## config.mk

```make
export PLATFORM = sky130hd
export DESIGN_NAME = uart_rx_deserializer
export DESIGN_NICKNAME = d
export VERILOG_FILES = /design/src/rtl/uart_rx_deserializer.sv
export SDC_FILE = /design/constraint.sdc
export NUM_CORES = 1
export LEC_CHECK = 0
export BUFFER_PORTS_ARGS = -buffer_cell sky130_fd_sc_hd__buf_4
export CAP_MARGIN = 20
export CORE_MARGIN = 2
export CORE_UTILIZATION = 40
export DETAILED_ROUTE_END_ITERATION = 6
export GPL_TIMING_DRIVEN = 0
export PLACE_DENSITY = 0.62
export SYNTH_ARGS = -nofsm -noshare
export SYNTH_HDL_FRONTEND = slang
export SYNTH_SLANG_ARGS = --single-unit
```

## constraint.sdc

```tcl
create_clock -name clk -period 2 [get_ports clk]
set_clock_uncertainty 0.15 [all_clocks]
set_input_delay 0.4 -clock clk [delete_from_list [all_inputs] [get_ports clk]]
set_output_delay 0.4 -clock clk [all_outputs]
set_load 0.01 [all_outputs]
```

## src/rtl/uart_rx_deserializer.sv

```systemverilog
// UART receive front end: synchronises rx_in, qualifies the start bit and
// shifts in 9 mid-bit samples (7 data LSB first, parity, stop) into data_out.
module uart_rx_deserializer #(
    parameter int unsigned CLKS_PER_BIT = 434
) (
    input  logic       clk,
    input  logic       reset,
    input  logic       rx_in,
    output logic [8:0] data_out,
    output logic       load,
    output logic       frame_err,
    output logic       busy
);

    localparam int unsigned CNT_W  = (CLKS_PER_BIT > 1) ? $clog2(CLKS_PER_BIT) : 1;
    localparam int unsigned IDX_W  = 4;
    localparam int unsigned WORD_W = 9;

    localparam logic [CNT_W-1:0] HALF_LAST = CNT_W'(CLKS_PER_BIT / 2 - 1);
    localparam logic [CNT_W-1:0] BIT_LAST  = CNT_W'(CLKS_PER_BIT - 1);
    localparam logic [IDX_W-1:0] LAST_IDX  = IDX_W'(WORD_W - 1);

    typedef enum logic [1:0] {
        IDLE  = 2'd0,
        START = 2'd1,
        DATA  = 2'd2,
        DONE  = 2'd3
    } state_e;

    state_e              state_q, state_d;
    logic [CNT_W-1:0]    cnt_q, cnt_d;
    logic [IDX_W-1:0]    bit_idx_q, bit_idx_d;
    logic [WORD_W-1:0]   data_q, data_d;
    logic                frame_err_q, frame_err_d;
    logic                load_q, load_d;
    logic                busy_q, busy_d;
    logic                rx_meta_q, rx_s_q;

    // Two-flop synchroniser; resets to the idle (high) line level.
    always_ff @(posedge clk) begin
        if (reset) begin
            rx_meta_q <= 1'b1;
            rx_s_q    <= 1'b1;
        end else begin
            rx_meta_q <= rx_in;
            rx_s_q    <= rx_meta_q;
        end
    end

    // State and datapath registers.
    always_ff @(posedge clk) begin
        if (reset) begin
            state_q     <= IDLE;
            cnt_q       <= '0;
            bit_idx_q   <= '0;
            data_q      <= '1;
            frame_err_q <= 1'b0;
            load_q      <= 1'b0;
            busy_q      <= 1'b0;
        end else begin
            state_q     <= state_d;
            cnt_q       <= cnt_d;
            bit_idx_q   <= bit_idx_d;
            data_q      <= data_d;
            frame_err_q <= frame_err_d;
            load_q      <= load_d;
            busy_q      <= busy_d;
        end
    end

    // Next-state logic; load/busy are derived from the next state so they register in step with it.
    always_comb begin
        state_d     = state_q;
        cnt_d       = cnt_q;
        bit_idx_d   = bit_idx_q;
        data_d      = data_q;
        frame_err_d = frame_err_q;

        case (state_q)
            IDLE: begin
                cnt_d     = '0;
                bit_idx_d = '0;
                if (!rx_s_q) begin
                    state_d = START;
                end
            end
            START: begin
                if (cnt_q == HALF_LAST) begin
                    cnt_d     = '0;
                    bit_idx_d = '0;
                    // A line that has returned high by mid start bit was a glitch.
                    state_d   = rx_s_q ? IDLE : DATA;
                end else begin
                    cnt_d = cnt_q + CNT_W'(1);
                end
            end
            DATA: begin
                if (cnt_q == BIT_LAST) begin
                    cnt_d  = '0;
                    data_d = {rx_s_q, data_q[WORD_W-1:1]};
                    if (bit_idx_q == LAST_IDX) begin
                        frame_err_d = ~rx_s_q;
                        bit_idx_d   = '0;
                        state_d     = DONE;
                    end else begin
                        bit_idx_d = bit_idx_q + IDX_W'(1);
                    end
                end else begin
                    cnt_d = cnt_q + CNT_W'(1);
                end
            end
            DONE: begin
                state_d = IDLE;
            end
            default: begin
                state_d = IDLE;
            end
        endcase

        load_d = (state_d == DONE);
        busy_d = (state_d != IDLE);
    end

    assign data_out  = data_q;
    assign load      = load_q;
    assign frame_err = frame_err_q;
    assign busy      = busy_q;

endmodule

```

======== Yosys cells after proc, flatten, opt, wreduce, memory -nomap -nowiden ========
Cells that the tools add are included.
W data, S select, Z words.
cells by class
  mux-type cells .......................... 13
  reduce and logical (&&, ||, !) cells .... 6
  multiply operators ...................... 0
  magnitude comparators ................... 0
  add/subtract/negate cells ............... 2
  equal/unequal tests ..................... 9
  bitwise gates (word level) .............. 1
  div/mod/pow operators ................... 0
  shifts and indexed selects .............. 0
operators by type and width
  cell                   number
  $pmux W9 S3            1
  $mux W9                2
  $mux W4                3
  $pmux W4 S3            1
  $mux W2                5
  $add A9 B1 Y9 const B  1
  $eq A9 B8 Y1 const B   1
  $eq A9 B9 Y1 const B   1
  $pmux W2 S4            1
  $eq A2 B2 Y1 const B   3
  $reduce_and A3 Y1      2
  $add A4 B1 Y4 const B  1
  $eq A4 B4 Y1 const B   1
  $ne A2 B2 Y1 const B   2
  $reduce_bool A3 Y1     1
  $eq A2 B1 Y1 const B   1
  $logic_not A2 Y1       1
  $reduce_and A2 Y1      1
  $reduce_bool A2 Y1     1
  $not A1 Y1             1
storage, ports and cells
  bits in latches ......................... 0
  memories ................................ 0
  bits in read-only memories .............. 0
  register bits after elaboration ......... 29
  bits in writable memories ............... 0

======== Longest topological paths before layout ========
Gate-level depths: netlist of run 1.
  depth in word-level cells ............... 5
  mapped depth ............................ 7

======== Worst setup path after synthesis of run 1 ========
Ideal clock, no wire load.
  path kind ............................... register to register
  start ................................... register state_q[0]
  end ..................................... register data_q[0] (netlist: data_out[0])
  arrival ................................. 1.521 ns
  cell stages (with the launch flop) ...... 8
  path buffers ............................ 1
  path slack .............................. 0.199 ns
  cells stage by stage .................... dfxtp_1 -> inv_1 -> ha_1 -> inv_1 -> or3_1 -> buf_2 -> mux2i_1 -> nand2_1
on the way
  longest elaborated chain between the ends .. 2
ends and longest elaborated chain
  what                         RTL line  RTL
  start, declared              30        state_e state_q, state_d;
  start signal, assigned       61        state_q <= state_d;
  $eq A2 B2 Y1                 79        case (state_q)
  $reduce_and A2 Y1 (no line)  -
  end signal, assigned         64        data_q <= data_d;
  end, declared                33        logic [WORD_W-1:0] data_q, data_d;
No other way between the ends.
A chain may end at the register's enable or synchronous reset.

======== Final worst setup path of run 1 ========
  start ................................... register cnt_q[1]
  end ..................................... register bit_idx_q[1]
on the way
  longest elaborated chain between the ends .. 3
ends and longest elaborated chain
  what                                                 RTL line  RTL
  start, declared                                      31        logic [CNT_W-1:0] cnt_q, cnt_d;
  start signal, assigned                               62        cnt_q <= cnt_d;
  $eq A9 B9 Y1 / $eq A9 B8 Y1 (equally long branches)  98, 88
  $ne A2 B2 Y1 (no line)                               -
  $reduce_and A3 Y1 (no line) (*)                      -
  end signal, assigned                                 63        bit_idx_q <= bit_idx_d;
  end, declared                                        32        logic [IDX_W-1:0] bit_idx_q, bit_idx_d;
Every way passes the cells marked *; elsewhere a longest branch is shown, timed or not.

==> results.md, run 1 <==
Power:
- The power spent charging and discharging nets is 274 uW.
- Internal power comes to around 750 uW.
- The share of total power dissipated in the clock network is 0.332.
- The design draws 1030 uW.
- VDD sags by at most 0.296 mV.
- Of the total power, registers draw 0.579.
- Of the total power, the share spent switching nets is 0.266.
- Of the total power, combinational logic draws 0.089.
- In this run the power density over the cells is 605 mW/mm^2.
- The static leakage power is 0.000665 uW.

Detailed routing:
- The number of detailed-route iterations in the first pass is 4.
- In the routed design, unresolved DRC markers number 0.
- The detail-routed via count per cell is 5.33.
- Summing over every cut layer, the via total after detailed routing is between 1000 and 1500.
- The detail-routed net length per standard cell is 13.2 um.
- The detailed-route wire length is 2910 um.
- The residual antenna-violating net count after detailed routing is 0.
- The violation count after the first detailed-route iteration is 29.

Layout:
- The area growth from synthesis to layout is 19.7%.
- The fraction of layout instances using a drive strength above 1 is 0.241.
- The number of inserted filler cells in the final layout is 350.
- The filler-free cell count of the finished design is 220.
- The number of inserted diodes is 0.
- The final net count is 186.
- After routing the design area is 0.00170 sq mm.
- The area occupied by registers is between 500 and 600 sq um.
- The utilization after layout is 0.505.
- The area occupied by multi-input gates is 815 sq um.

Floorplanning:
- The starting utilization of the core area is 0.422.
- The floorplan step defined a die boundary enclosing 0.00404 sq mm.
- The floorplan core area is 0.00336 sq mm.
- 15 I/O pins were placed.
- In this run the vertical extent of the chip is 63.6 um.
- The die is 63.6 um wide.
- The total number of placement rows is 21.

GRT:
- Entering global routing, the biggest net connects 11 pins.
- The global-route usage over all layers is 0.148.
- The wire length of the first global-routing pass is roughly 4600 um.
- The total overflow left after global routing is 0.
- The number of global-route vias before repair came to 1078.
- The number of antenna violations at the first check in global routing is 0.

Clock tree:
- TritonCTS built the clock tree.
- The clock sink total is 29.
- Clock latency on the worst-skew pair, taken at its later pin, is roughly 330 ps.
- Clock tree synthesis inserted a total of 5 buffers.
- The number of hold-repair buffers added at the cts stage is 0.
- CTS built an H-tree with a depth of 2.
- After clock tree synthesis, the clock-pin slew on the worst setup and hold paths is 90 ps.
- The root buffer selected by CTS is clkbuf_4.
- The deepest clock path buffer count is 2.

STA:
- Setup repair after global routing left no endpoint under its margin.
- At the pin with the least slew margin, the transition time is ~440 ps.
- Dividing the final minimum period by the clock period gives 0.974.
- The worst hold slack is 109 ps.
- In this run the tightest slew margin relative to its limit is 0.708.
- The highest clock rate is 0.514 GHz.
- The total count of max-transition violations in the final report was 0.
- The count of final hold-check violations is 0.
- The minimum clock period after layout is 1950 ps.
- The final setup violation count is 0.

Placed design:
- Detailed placement ended at an HPWL of approximately 2100 um.
- The number of buffers inserted by port buffering is 14.
- At the end of routability-driven placement, the weighted congestion stood at 0.864.
- Summing all placed instances gives a cell area of around 0.0016 sq mm.
- The number of placed instances, taps included, is 211.

Logic synthesis:
- A synthesized cell averages 9.40 sq um.
- Synthesis produced 151 cells.
- The share of the Yosys chip area taken by registers is 0.409.
- The netlist uses 38 different library cells.
- The combined area of all synthesized cells is ~0.0014 sq mm.
- The post-synth net total is 164.
- In this run, synthesis produced a sequential element count of 29.
- For this run, the number of Yosys warnings is 0.

Worst setup path:
- The nature of the critical path endpoint is a flip-flop.
- In this design, the stage delay of the slowest critical-path cell is 390 ps.
- The slowest cell on the critical path is or3_4.
- Counting both buffers and inverters, the worst setup path holds a total of 1.
- The setup path with the least slack is of type reg -> reg.
- STA classifies the critical path startpoint as a flip-flop.
- The critical path goes through inv_1 -> ha_1 -> nand4bb_1 -> o21a_4 -> or3_4 -> a32o_1.
- The data arrival time of the critical path is 2020 ps.
- The top cell family by delay on the critical path is simple AND/OR/NAND/NOR gates.
- The required time reported for the critical path endpoint is roughly 2100 ps.
- In this run the worst path has a maximum fanout of 8.

Job:
- The max-cap check violation count is 0.

Status:
- The run finished with clean final reports.

Min path:
- The path type of the worst min-delay path is in -> reg.
==> worst register-to-register path: stages, from the launching register on <==
cell and delay [ps]:
dfxtp_2 350, inv_1 70, ha_1 140, nand4bb_1 200
o21a_4 290, or3_4 390, a32o_1 260
==> registers in the layout (all words and copies together) (netlist names) <==
signal	cells
frame_err	1
load	1
rx_s_q	1
bit_idx_q	4
data_out	9
rx_meta_q	1
state_q	2
cnt_q	9
busy	1
==> cell usage after synthesis (all sizes together) <==
cell type	count	area share
a32o	1	0.0071
nand4	2	0.0088
o221ai	1	0.0062
buf	2	0.0071
o2111ai	2	0.012
nor2b	1	0.0044
o31a	1	0.0062
nand3b	1	0.0053
or3	2	0.012
inv	11	0.029
xnor2	5	0.031
a211oi	7	0.037
dfxtp	29	0.41
a21oi	7	0.025
o41ai	1	0.011
nor2	6	0.016
o21a	2	0.011
ha	10	0.088
o311a	1	0.0071
nor4	2	0.0088
o21ai	6	0.021
nand4b	4	0.025
nand4bb	2	0.016
nand2	18	0.048
or2	2	0.0088
nor3b	2	0.011
mux2i	8	0.056
o211ai	3	0.016
clkbuf	3	0.0079
xor2	2	0.012
nand3	1	0.0035
clkinv	1	0.0026
a41o	1	0.0071
nor3	1	0.0035
o311ai	3	0.019
==> power groups by stage <==
stage               combinational, uW  sequential (uW)  clock [uW]
floorplan                        57.3              606           0
global placement                 81.4              605           0
detailed placement               83.3              606           0
CTS                              84.3              593         353
global route                      100              596         382
finish                           91.9              595         341
==> layout make-up <==
cell class,count,area share
clock inverter,3,0.0103
sequential,29,0.345
clock buffer,5,0.0221
buffer,5,0.0162
multi-input combinational,105,0.480
tap,46,0.0339
inverter,12,0.0265
timing repair buffer,15,0.0663
==> what timing repair did <==
| item | in CTS | in global routing |
|---|---|---|
| gates resized for setup | 3 | 15 |
| endpoints found under the hold margin | 0 | 0 |
| pin swaps | 0 | 1 |
| setup buffers | 0 | 1 |
| setup endpoints to repair | 12 | 21 |
==> final timing paths <==
| check | endpoint | from | cells past startpoint | slack (ps) |
|---|---|---|---|---|
| setup / recovery | bit_idx_q[1] | cnt_q[1] | 6 | 50 |
| hold / removal | rx_meta_q | rx_in | 2 | 110 |
| setup reg to reg | bit_idx_q[1] | cnt_q[1] | 6 | 50 |
| hold reg to reg | rx_s_q | rx_meta_q | 1 | 270 |
==> cell families after synthesis <==
kind of cell / Yosys count / share of synthesized area
and+or+nand+nor: 44 / 0.170
AOI/OAI and AO/OA: 36 / 0.186
DFF: 29 / 0.409
buffers and inverters: 17 / 0.0467
adders and majority gates: 10 / 0.0882
muxes: 8 / 0.0564
xor gates and xnor gates: 7 / 0.0432
==> cells in the final DEF, fill, tap and decap left out, types with 2 or more instances in the layout <==
cell type,netlist,final
mux2i_1,8,8
a21oi_1,7,7
buf_4,0,17
dfxtp_1,29,25
inv_2,0,2
o21ai_1,3,2
or2_2,2,2
nand4_1,2,2
inv_1,11,9
xnor2_1,5,5
nand4bb_1,2,2
xor2_1,2,2
o311ai_1,3,2
nand2_1,18,18
nor4_2,0,2
o21ai_0,3,3
nand4b_1,4,4
nor3b_1,2,2
nor2_1,6,6
clkbuf_1,3,2
clkinv_2,0,2
o2111ai_1,2,2
clkbuf_4,0,5
dfxtp_2,0,4
ha_1,10,9
o211ai_1,3,3
a211oi_1,7,7
==> routing by layer <==
layer | track usage | routed length [um]
met2 | 0.271 | 1480
met5 | 0 | 0
met1 | 0.158 | 1300
met4 | 0.0652 | 37
met3 | 0.0375 | 89
==> metrics by stage <==
step / TNS (ps) / setup slack, ps
CTS: 0 / 4.01
detailed placement: -170 / -31.8
global route: 0 / 13.3
global placement: 0 / 12.5
finish: 0 / 52.6
floorplan: 0 / 199
Power figures use the tool's default switching activity.
==> run 2: changes to the inputs <==
--- a/config.mk
+++ b/config.mk
@@ -8,10 +8,10 @@
 export BUFFER_PORTS_ARGS = -buffer_cell sky130_fd_sc_hd__buf_4
 export CAP_MARGIN = 20
 export CORE_MARGIN = 2
-export CORE_UTILIZATION = 40
+export CORE_UTILIZATION = 55
 export DETAILED_ROUTE_END_ITERATION = 6
 export GPL_TIMING_DRIVEN = 0
-export PLACE_DENSITY = 0.62
+export PLACE_DENSITY = 0.79
 export SYNTH_ARGS = -nofsm -noshare
 export SYNTH_HDL_FRONTEND = slang
 export SYNTH_SLANG_ARGS = --single-unit
==> run 2 against run 1 <==
  * Sequential share of layout area fell by 0.91 points
  * Sequential power barely moved
  * Worst setup slack got worse by 3.7 ps
  * Count of clock-buffer cells in the layout rose by 1
  * Critical path depth did not move
  * Critical endpoint unchanged
==> results.md, run 2 (synthesized netlist as in run 1, its figures left out) <==
STA:
- The minimum clock period after layout is 1950 ps (about the same).
- The worst relative slew slack is 0.699 (was 0.708).
- The actual transition at the worst max-transition pin is 452 ps (was 437 ps).
- The highest clock rate is 0.513 GHz (was 0.514 GHz).
- The total count of max-transition violations in the final report came to 0 (unchanged).
- The final setup violation count was 0 (unchanged).
- The portion of the clock cycle consumed by the worst path in the final layout was 0.976 (was 0.974).
- The count of final hold-check violations is 0 (unchanged).

Clock tree:
- The clock sink total was 29 (unchanged).
- The number of hold-repair buffers added at the cts stage is 0 (unchanged).
- The insertion delay of the later-clocked pin in the worst-skew pair was 340 ps (was 330 ps).
- The H-tree depth was 2 (unchanged).
- The root buffer selected by CTS is clkbuf_4 (unchanged).
- The deepest clock path buffer count is 2 (unchanged).
- The CTS tree is done (unchanged).
- The post-CTS clock slew at the launch and capture registers of the worst setup and hold paths was 90 ps (about the same).
- The total clock buffers created by CTS is 5 (unchanged).

Power:
- The largest vdd supply drop is 0.555 mV (was 0.296 mV).
- The static leakage power is 0.000697 uW (was 0.000665 uW).
- The power per unit of standard cell area came to 696 mW/mm^2 (was 605 mW/mm^2).

Floorplanning:
- The count of pins on the block boundary is 15 (unchanged).
- The full die area is 0.00300 sq mm (was 0.00404 sq mm).
- The floorplan core area is 0.00245 sq mm (was 0.00336 sq mm).
- The total number of placement rows is 18 (was 21).
- The height of the chip was 54.8 um (was 63.6 um).
- The starting utilization of the core area was 0.578 (was 0.422).
- The die width is 54.8 um (was 63.6 um).

Worst setup path:
- The required time reported for the critical path endpoint was 2090 ps (was 2080 ps).
- The maximum single-stage delay on the critical path is 390 ps (about the same).
- The reg-to-reg startpoint is cnt_q[1] (unchanged).
- The number of buffers and inverters on the critical path is 1 (unchanged).
- The critical path startpoint category is a flip-flop (unchanged).
- Worst-path cell chain: inv_1 -> ha_1 -> nand4bb_1 -> o21a_4 -> or3_4 -> a32o_1 (unchanged).
- The logic depth of the worst setup path including buffers was 6 (unchanged).
- The end of the worst register-to-register path is bit_idx_q[1] (unchanged).
- The highest fanout seen on the critical path is 4 (was 8).
- The top cell family by delay on the critical path is simple AND/OR/NAND/NOR gates (unchanged).
- The source of the critical timing path is cnt_q[1] (unchanged).
- The register-to-register setup slack was 50 ps (about the same).
- The slowest cell on the critical path is or3_4 (unchanged).
- The data arrival time of the critical path is 2040 ps (was 2020 ps).
- The logic depth of the worst register-to-register path came to 6 (unchanged).
- The nature of the critical path endpoint is a flip-flop (unchanged).
- The start-to-end type of the worst setup path is reg -> reg (unchanged).

Layout:
- Most frequent cells in the layout: 26 x dfxtp_1, 21 x buf_4, 18 x nand2_1 (was 25 x dfxtp_1, 18 x nand2_1, 17 x buf_4).
- The utilization after layout is 0.709 (was 0.505).
- The number of inserted filler cells in the final layout is 189 (was 350).
- The area occupied by multi-input gates was 815 sq um (unchanged).
- The commonest non-fill, non-tap cell in the layout is dfxtp_1 (unchanged).
- The area occupied by registers came to 584 sq um (was 586 sq um).
- The number of inserted diodes was 0 (unchanged).
- The post-route standard cell area excluding fillers came to 0.00174 sq mm (was 0.00170 sq mm).
- The fraction of layout instances using a drive strength above 1 is 0.247 (was 0.241).
- The final net count was 190 (was 186).
- The area growth from synthesis to layout is 22.7% (was 19.7%).

Min path:
- The endpoint of the worst hold-timing path is rx_meta_q (unchanged).
- The origin of the worst min-delay path is rx_in (unchanged).
- The path type of the worst min-delay path is in -> reg (unchanged).
- The number of cells traversed by the worst hold path is 2 (unchanged).

Detailed routing:
- The number of detailed-route iterations in the first pass came to 4 (unchanged).
- The detail-routed net length per standard cell was 14.9 um (was 13.2 um).
- The violation count after the first detailed-route iteration was 17 (was 29).
- The detailed-route wire length is 3090 um (was 2910 um).
- The detail-routed via count per cell was 5.92 (was 5.33).
- The residual antenna-violating net count after detailed routing came to 0 (unchanged).
- The count of unresolved DRC violations after routing came to 0 (unchanged).
- The via total after detailed routing is 1231 (was 1173).

Placed design:
- The half-perimeter wire length after placement was 2080 um (was 2130 um).
- The number of buffers inserted by port buffering is 14 (unchanged).
- The post-place instance area was 0.00156 sq mm (was 0.00158 sq mm).
- The final estimated routing congestion in global placement is 0.890 (was 0.864).

GRT:
- The global-route usage over all layers is 0.222 (was 0.148).
- The number of antenna violations at the first check in global routing came to 0 (unchanged).
- The number of global-route vias before repair is 1094 (was 1078).
- The wire length of the first global-routing pass is 4670 um (was 4620 um).
- The pin count of the biggest net entering global routing is 11 (unchanged).
- The remaining global-route overflow came to 0 (unchanged).

Status:
- Run status: completed (unchanged).

Job:
- The max-cap check violation count came to 0 (unchanged).
run 2: final cells by class:
type	count	share of cell area
buffer	5	0.0158
clock buffer	6	0.0295
clock inverter	2	0.0216
inverter	12	0.0259
multi-input combinational	105	0.468
sequential	29	0.336
tap	30	0.0216
timing repair buffer	19	0.0820
run 2: worst max path at each step:
| stage | slack, ps | to |
|---|---|---|
| global route | -30 | bit_idx_q[2] |
| global placement | 20 | data_out[7] |
| finish | 50 | bit_idx_q[1] |
| detailed placement | -60 | data_out[0] |
| floorplan | 200 | data_out[0] |
| CTS | 20 | bit_idx_q[1] |
run 2: report_power, final:
group / internal [uW] / switching (uW)
registers: 587 / 8.10
clock network: 297 / 225
logic: 35.5 / 59.0
total: 919 / 292
run 2: what timing repair did:
item | in CTS | in global routing
resized for setup | 4 | 12
endpoints found under the setup margin | 11 | 22
setup buffers | 0 | 5
run 2: metrics by stage:
stage	setup TNS [ps]	cells	worst slack [ps]	total power (uW)	hold WS, ps
finish	0	208	48.9	1210	103
global route	-114	208	-32.7	1250	99.6
CTS	0	203	19.1	1200	102
detailed placement	-480	195	-60.8	690	280
global placement	0	195	15.9	686	252
floorplan	0	151	199	663	239
run 2: layer usage:
layer,GRT usage,wire [um],vias up
met5,0,0,-
met4,0.0875,41,0
li1,-,-,602
met3,0.0902,187,10
met1,0.248,1320,582
met2,0.373,1550,37
